===== src/rtl/riscv_issue_queue_ooo.sv =====
// Out-of-order issue queue: age-ordered circular buffer with writeback
// wakeup, oldest-ready select and branch-mispredict squash.
module riscv_issue_queue_ooo #(
  parameter int DEPTH     = 16,
  parameter int PTR_W     = 4,
  parameter int PAYLOAD_W = 128,
  parameter int TAG_W     = 4,
  parameter int WB_CH     = 2
) (
  input  logic                 clk,
  input  logic                 reset,
  input  logic                 enq_val,
  output logic                 enq_rdy,
  input  logic [PAYLOAD_W-1:0] enq_payload,
  input  logic [4:0]           enq_rs1,
  input  logic [4:0]           enq_rs2,
  input  logic                 enq_rs1_rdy,
  input  logic                 enq_rs2_rdy,
  input  logic [TAG_W-1:0]     enq_tag,
  input  logic [WB_CH-1:0]     wb_val,
  input  logic [5*WB_CH-1:0]   wb_rd,
  output logic                 iss_val,
  input  logic                 iss_rdy,
  output logic [PAYLOAD_W-1:0] iss_payload,
  output logic [TAG_W-1:0]     iss_tag,
  output logic [PTR_W-1:0]     iss_slot,
  input  logic                 flush_val,
  input  logic [PTR_W-1:0]     flush_slot,
  output logic [PTR_W:0]       occupancy,
  output logic                 empty
);

  typedef logic [PTR_W-1:0] idx_t;
  typedef logic [PTR_W:0]   ptr_t;

  ptr_t                 r_head;
  ptr_t                 r_tail;
  logic [DEPTH-1:0]     r_valid;
  logic [DEPTH-1:0]     r_rs1_rdy;
  logic [DEPTH-1:0]     r_rs2_rdy;
  logic [4:0]           r_rs1 [DEPTH];
  logic [4:0]           r_rs2 [DEPTH];
  logic [PAYLOAD_W-1:0] r_payload [DEPTH];
  logic [TAG_W-1:0]     r_tag [DEPTH];

  ptr_t             w_occ;
  idx_t             w_fo;
  idx_t             w_age [DEPTH];
  logic [DEPTH-1:0] w_kill;
  logic [DEPTH-1:0] w_cand;
  logic [DEPTH-1:0] w_nvalid;
  logic             w_found;
  idx_t             w_sel;
  logic             w_iss_fire;
  logic             w_enq_fire;
  idx_t             w_tail_idx;
  ptr_t             w_tail_base;
  ptr_t             w_span;
  ptr_t             w_head_nx;
  logic             w_hfound;

  function automatic logic f_hit(
    input logic [4:0]         rs,
    input logic [WB_CH-1:0]   val,
    input logic [5*WB_CH-1:0] rd
  );
    f_hit = 1'b0;
    for (int k = 0; k < WB_CH; k++) begin
      if (val[k] && rd[5*k +: 5] == rs && rs != 5'd0)
        f_hit = 1'b1;
    end
  endfunction

  assign w_occ       = r_tail - r_head;
  assign occupancy   = w_occ;
  assign empty       = (w_occ == '0);
  assign enq_rdy     = (w_occ < ptr_t'(DEPTH)) && !flush_val;
  assign w_enq_fire  = enq_val && enq_rdy;
  assign w_tail_idx  = r_tail[PTR_W-1:0];
  assign w_fo        = flush_slot - r_head[PTR_W-1:0];
  // Surviving tail sits just past the branch, measured from head.
  assign w_tail_base = flush_val ? (r_head + {1'b0, w_fo} + ptr_t'(1))
                                 : r_tail;
  assign w_span      = w_tail_base - r_head;

  always_comb begin
    for (int j = 0; j < DEPTH; j++) begin
      w_age[j]  = idx_t'(j) - r_head[PTR_W-1:0];
      w_kill[j] = flush_val && (w_age[j] > w_fo);
      w_cand[j] = r_valid[j] && r_rs1_rdy[j] &&
                  r_rs2_rdy[j] && !w_kill[j];
    end
  end

  always_comb begin
    idx_t s_idx;
    s_idx   = '0;
    w_found = 1'b0;
    w_sel   = '0;
    for (int i = 0; i < DEPTH; i++) begin
      s_idx = r_head[PTR_W-1:0] + idx_t'(i);
      if (!w_found && w_cand[s_idx]) begin
        w_found = 1'b1;
        w_sel   = s_idx;
      end
    end
  end

  assign iss_val     = w_found;
  assign iss_payload = w_found ? r_payload[w_sel] : '0;
  assign iss_tag     = w_found ? r_tag[w_sel] : '0;
  assign iss_slot    = w_found ? w_sel : '0;
  assign w_iss_fire  = w_found && iss_rdy;

  always_comb begin
    for (int j = 0; j < DEPTH; j++) begin
      w_nvalid[j] = r_valid[j] && !w_kill[j] &&
                    !(w_iss_fire && (w_sel == idx_t'(j)));
    end
  end

  // Head skips every hole left by issue or flush in one step.
  always_comb begin
    idx_t h_idx;
    h_idx     = '0;
    w_hfound  = 1'b0;
    w_head_nx = w_tail_base;
    for (int i = 0; i < DEPTH; i++) begin
      h_idx = r_head[PTR_W-1:0] + idx_t'(i);
      if (!w_hfound && (ptr_t'(i) < w_span) && w_nvalid[h_idx]) begin
        w_hfound  = 1'b1;
        w_head_nx = r_head + ptr_t'(i);
      end
    end
  end

  always_ff @(posedge clk or posedge reset) begin
    if (reset) begin
      r_head    <= '0;
      r_tail    <= '0;
      r_valid   <= '0;
      r_rs1_rdy <= '0;
      r_rs2_rdy <= '0;
    end else begin
      r_head  <= w_head_nx;
      r_tail  <= w_enq_fire ? (r_tail + ptr_t'(1)) : w_tail_base;
      r_valid <= w_nvalid;
      for (int j = 0; j < DEPTH; j++) begin
        if (f_hit(r_rs1[j], wb_val, wb_rd)) r_rs1_rdy[j] <= 1'b1;
        if (f_hit(r_rs2[j], wb_val, wb_rd)) r_rs2_rdy[j] <= 1'b1;
      end
      if (w_enq_fire) begin
        r_valid[w_tail_idx]   <= 1'b1;
        r_rs1_rdy[w_tail_idx] <= enq_rs1_rdy || (enq_rs1 == 5'd0) ||
                                 f_hit(enq_rs1, wb_val, wb_rd);
        r_rs2_rdy[w_tail_idx] <= enq_rs2_rdy || (enq_rs2 == 5'd0) ||
                                 f_hit(enq_rs2, wb_val, wb_rd);
      end
    end
  end

  always_ff @(posedge clk) begin
    if (w_enq_fire) begin
      r_payload[w_tail_idx] <= enq_payload;
      r_tag[w_tail_idx]     <= enq_tag;
      r_rs1[w_tail_idx]     <= enq_rs1;
      r_rs2[w_tail_idx]     <= enq_rs2;
    end
  end

  a_flush_occupied: assert property (
    @(posedge clk) disable iff (reset)
    flush_val |-> ({1'b0, w_fo} < w_occ)
  );

endmodule


===== config.mk =====
export PLATFORM = sky130hd
export DESIGN_NAME = riscv_issue_queue_ooo
export DESIGN_NICKNAME = d
export VERILOG_FILES = /design/src/rtl/riscv_issue_queue_ooo.sv
export SDC_FILE = /design/constraint.sdc
export NUM_CORES = 2
export LEC_CHECK = 0
export BUFFER_PORTS_ARGS = -buffer_cell sky130_fd_sc_hd__buf_2
export CELL_PAD_IN_SITES_DETAIL_PLACEMENT = 1
export CELL_PAD_IN_SITES_GLOBAL_PLACEMENT = 2
export CORE_MARGIN = 3
export CORE_UTILIZATION = 47
export CTS_CLUSTER_SIZE = 16
export DETAILED_ROUTE_END_ITERATION = 7
export PLACE_DENSITY_LB_ADDON = 0.15
export SLEW_MARGIN = 20
export SYNTH_ARGS = -nofsm -noshare
export SYNTH_HDL_FRONTEND = slang
export SYNTH_SLANG_ARGS = --single-unit

===== constraint.sdc =====
create_clock -name clk -period 26.5 [get_ports clk]
set_input_delay 3.975 -clock clk [delete_from_list [all_inputs] [get_ports clk]]
set_output_delay 3.975 -clock clk [all_outputs]
set_load 0.005 [all_outputs]

Word level (Yosys, flattened, before mapping)
Memory sizes are Yosys's and may differ from the RTL's.
Index checks and enable logic that the tools add are counted.
Storage, ports and cells
  output and inout port bits: 144
  logic and storage cells: 843
  memories kept: 4
  register bits: 58
  bits of input ports: 165
  bits in writable memories: 2272
Cells by class
  equality and inequality tests: 84
  bitwise logic cells: 1
  multiplexer cells: 243
  reductions and logical operators: 403
  add/subtract/negate cells: 52
  $lt $le $gt $ge: 51
Memory list
  r_payload: depth 16, bits a word 128, read ports 1, clocked after memory_dff 0, write ports 1, RTL line 43  | logic [PAYLOAD_W-1:0] r_payload [DEPTH];
  r_rs1: depth 16, bits a word 5, read ports 16, clocked after memory_dff 0, write ports 1, RTL line 41  | logic [4:0] r_rs1 [DEPTH];
  r_rs2: depth 16, bits a word 5, read ports 16, clocked after memory_dff 0, write ports 1, RTL line 42  | logic [4:0] r_rs2 [DEPTH];
  r_tag: depth 16, bits a word 4, read ports 1, clocked after memory_dff 0, write ports 1, RTL line 44  | logic [TAG_W-1:0] r_tag [DEPTH];
Operators by type and width (count)
  == test 5 bit: 68
  logical AND 1 bit: 298
  nonzero test 5 bit: 34
  two-way mux 1 bit: 168
  binary-select mux 1 bit (select 4 bit): 32
  two-way mux 128 bit: 1
  two-way mux 5 bit: 18
  < comparator 4 x 5 -> 1 bit (second input constant): 17
  two-way mux 4 bit: 18
  > comparator 4 bit: 16
  zero test 1 bit: 63
  two-way mux 16 bit: 3
  adder 5 x 4 -> 5 bit (second input constant): 8
  < comparator 4 x 5 -> 1 bit (first input constant): 8
  adder 4 bit (second input constant): 8
  bitwise mux 16 bit: 2
  == test 4 bit (second input constant): 8
  subtractor 4 bit (first input constant): 8
  adder 5 x 3 -> 5 bit (second input constant): 4
  < comparator 3 x 5 -> 1 bit (first input constant): 4
  adder 4 x 3 -> 4 bit (second input constant): 4
  == test 4 x 3 -> 1 bit (second input constant): 4
  != test 16 x 1 -> 1 bit (second input constant): 1
  OR 16 bit: 1
  other kinds (20): 38

Logic depth before layout (Yosys ltp)
  depth in word-level cells: 121
  gate-level depth with buffers: 44
  gate-level depth less buffers: 31

Least setup slack after synthesis
Ideal clock, no wire load.
  kind: in2out
  from: in flush_slot[2]
  to: out iss_payload[121]
  setup slack: 12.449 ns
  data required time: 22.525 ns
  stages: 28
  buffers on the path: 9
  arrival: 10.076 ns
  cell sequence: ha_1 > buf_6 > and3b_1 > buf_6 > clkbuf_1 > or3_1 > and2_1 > ha_1 > a21boi_0 > o221ai_1 > and4_1 > clkbuf_1 > nor2_1 > a221o_1 > o311ai_1 > nor4b_2 > and3_1 > buf_2 > and3_4 > o32ai_4 > clkbuf_1 > clkbuf_1 > clkbuf_1 > clkbuf_1 > nand2_1 > nand3_1 > a31oi_1 > a211oi_1
On the way
  word-level cells in the longest chain between the ends: 55
  elaborated cells between the ends (all ways): 161
  classes of those cells: add/sub (1); order compare (16); mux (65); reduce/logical (78); memory (1)
RTL lines
  from (decl): RTL line 28  | input logic [PTR_W-1:0] flush_slot,
  subtractor 4 bit *: RTL line 80  | assign w_fo = flush_slot - r_head[PTR_W-1:0];
  > comparator 4 bit: RTL line 89  | w_kill[j] = flush_val && (w_age[j] > w_fo);
  logical AND 1 bit: RTL line 89
  zero test 1 bit: RTL line 91  | r_rs2_rdy[j] && !w_kill[j];
  logical AND 1 bit: RTL line 91
  binary-select mux 1 bit (select 4 bit): RTL line 102  | if (!w_found && w_cand[s_idx]) begin
  two-way mux 1 bit (implied by the code): RTL line 102
  two-way mux 1 bit: RTL line 102
  [... 39 more ...]
  zero test 1 bit: RTL line 102
  logical AND 1 bit: RTL line 102
  two-way mux 1 bit: RTL line 102
  zero test 1 bit: RTL line 102
  logical AND 1 bit: RTL line 102
  two-way mux 4 bit: RTL line 102
  memory read (16 x 128 bit)
  two-way mux 128 bit *: RTL line 110  | assign iss_payload = w_found ? r_payload[w_sel] : '0;
  to (decl): RTL line 24  | output logic [PAYLOAD_W-1:0] iss_payload,
Every way passes the cells marked *; elsewhere a longest branch is shown, timed or not. The select of a mux whose other input is x is not followed.

Worst setup path in the final report
  from: in flush_slot[2]
  to: out iss_payload[13]
The elaborated chain is that of the path after synthesis.

==> reports/qor.yml <==
clock_network:
  htreeDepth: 4
  insertion_delay_ns: 0.89
  cts_buffer_depth: 3
  hold_buffers: 0
  numClockSinks: 2330
  clockRootBuffer: "clkbuf_16"
  cts_tree: "built"
  cts_setup_buffers: 0
  cts_resized: 0
  cts_buffers: 236
  clkSlewWorstSetupHoldPaths_ns: 0.06
floorplanning:
  core-area_um2: 216000
  pin_count: 309
  die_h_um: 473
  std_cell_rows: 170
  initial_core_util: 0.475
  chipWidth_um: 473
  dieArea_um2: 224000
routing:
  wl_per_cell_um: 28.5
  post-route-drc-count: 0
  wirelength_mm: 327
  drtIter0Drc: 6548
  dr.pass1.iters: 5
  vias: 71200
  viasPerCell: 6.21
  postRouteAntennaNets: 0
final_layout:
  fillCellCount: 21700
  area_growth_pct: 11.2
  drive_gt1_frac: 0.100
  fin_nets: 8616
setup_path:
  r2r-end: "r_head[0]$_DFFE_PP0P_"
  r2r_slack_ns: 13.11
  cpMaxStageDelayCell: "buf_4"
  critPathMaxFanout: 201
  path_delay_family: "compound AO/OA/AOI/OAI gates"
  max_stage_delay_ns: 0.79
  required_ns: 22.52
  crit_buf_inv: 6
  rr_startpoint: "r_head[1]$_DFFE_PP0P_"
  r2r_cells: 34
  cp-end-kind: "primary output"
  crit_arrival_ns: 14.29
  worst-setup-path-type: "in2out"
  startpoint_type: "input port"
yosys:
  ys_seq_area_frac: 0.680
  syn_area_um2: 102000
  synth_flop_cell: "edfxtp_1"
  async_flop_share: 0.0249
  ys_seq_elements: 2330
  yosysTopAreaCell: "edfxtp_1"
  yosys_warnings: 0
  synthCells: 8321
  synth_top_area_frac: 0.666
  synth_common_cells: "edfxtp_1 (2272), nand2_1 (2253), nand3_1 (638), clkbuf_1 (536), a311oi_1 (400)"
  yosysMostFrequentCell: "edfxtp_1"
  yosys-top-cells-area: "edfxtp_1 (67%), nand2_1 (8.3%), a311oi_1 (3.4%)"
  syn_avg_cell_area_um2: 12.3
  synth_fp_nets: 8535
  yosys.cell_types.count: 128
  synth-edff-count: 2272
global_route:
  grt_first_pass_wirelength_mm: 481
  grt_pass1_vias: 73300
  grtUsageTotal: 0.287
  grt_max_degree: 202
  antenna_found_initial: 59
  grt_overflow: 0
min_path:
  min_path_cells: 2
  min-delay-start: "r_rs1_rdy[10]$_DFF_PP0_"
  whs_endpoint: "r_rs1_rdy[10]$_DFF_PP0_"
  hold_class: "reg2reg"
place:
  hpwlAfterDp_mm: 172
  numPortBuffers: 308
  globalplace.congestion: 0.897
sta:
  setup_viol_count_final: 0
  drv_slew: 0
  min_period_over_period: 0.689
  worstMarginPinSlew_ns: 1.15
  slew_headroom: 0.227
  max_freq_mhz: 54.7
  final-hold-violation-count: 0
  worst_clock_skew_ns: 0.0445
  rsz0062_at_grt: "false"
  finalSetupTns_ns: 0
  min_period_ns: 18.27
outcome:
  outcome: "complete, no violations"
job:
  drv_cap: 0
-- worst register-to-register path, delay by kind of cell (launching register included) --
family                     cells  cell delay [ns]
buffers and inverters          9             4.27
AOI/OAI and AO/OA             13             4.25
and+or+nand+nor                8             2.50
muxes                          2             1.14
adders and majority gates      2             0.75
DFF                            1             0.36
-- registers in the layout (all words and copies together) (netlist names) --
register   flops
r_payload   2048
r_tail         5
r_rs2_rdy     16
r_rs1         80
r_rs2         80
r_head         5
r_valid       16
r_rs1_rdy     16
r_tag         64
-- cells by family after synthesis --
logic type | share of synthesized area
buffers and inverters | 0.0243
AOI/OAI and AO/OA | 0.0918
adders and majority gates | 0.00635
DFF | 0.680
xor gates and xnor gates | 0.0324
muxes | 0.00698
and+or+nand+nor | 0.158
-- area by class of cell --
cell class	instances	area, um^2	share of cell area
flip-flops and latches	2330	69700	0.612
multi-input cells	5339	30300	0.266
clock buffers	312	6300	0.0553
well taps	2838	3550	0.0312
repair buffers	433	2610	0.0229
clock inverters	126	1020	0.00900
inverters	62	377	0.00331
diodes	25	62.6	0.000549
-- per-stage QoR --
step / setup slack, ns / std cells / instance area (um^2) / hold WS, ns / utilization
2_1_floorplan: 12.45 / 8321 / 102000 / 0.469 / -
3_3_place_gp: 8.38 / 11000 / 107000 / 0.494 / 0.494
3_5_place_dp: 8.22 / 11000 / 107000 / 0.499 / 0.494
4_1_cts: 8.20 / 11400 / 114000 / 0.534 / 0.528
5_1_grt: 7.68 / 11400 / 114000 / 0.570 / 0.528
6_report: 8.23 / 11500 / 114000 / 0.530 / 0.528
-- per-layer routing --
layer / vias to the layer above / part of all wire / track usage
li1: 31400 / - / -
met1: 37000 / 0.42 / 0.389
met2: 2251 / 0.48 / 0.468
met3: 627 / 0.061 / 0.0453
met4: 26 / 0.037 / 0.107
met5: - / 0.00047 / 0
-- cells in the final DEF (no fill, tap or decap), types with 21 or more instances in the layout --
master / synthesis / final
o21ai_0: 112 / 112
and3_1: 277 / 276
a31oi_1: 155 / 155
buf_2: 14 / 308
ha_1: 44 / 44
edfxtp_1: 2272 / 2272
buf_4: 1 / 115
xnor2_1: 93 / 92
a311oi_1: 400 / 400
o31ai_1: 21 / 21
or4_1: 44 / 44
dfrtp_1: 58 / 56
nor3_1: 36 / 36
clkinv_1: 5 / 62
nand3_1: 638 / 638
nand2b_1: 21 / 21
a211oi_1: 149 / 149
mux2i_1: 23 / 23
a21oi_1: 101 / 101
xor2_1: 283 / 282
o211ai_1: 25 / 25
clkbuf_16: 0 / 241
diode_2: 0 / 25
nand2_1: 2253 / 2253
inv_1: 54 / 37
clkinv_2: 0 / 40
nand4_1: 25 / 25
nor4_1: 88 / 88
nor2_1: 146 / 145
clkbuf_1: 536 / 71
-- how the worst max path moves through the flow --
stage	startpoint	to	depth (start not counted)
3_3_place_gp	flush_slot[2]	iss_payload[13]	27
2_1_floorplan	flush_slot[2]	iss_payload[121]	28
4_1_cts	flush_slot[2]	iss_payload[13]	27
3_5_place_dp	flush_slot[2]	iss_payload[13]	27
5_1_grt	flush_slot[2]	iss_payload[13]	27
6_report	flush_slot[2]	iss_payload[13]	27
Power is not shown: default switching activity piles up to over one toggle a cycle in this logic, so the estimate is an artifact.
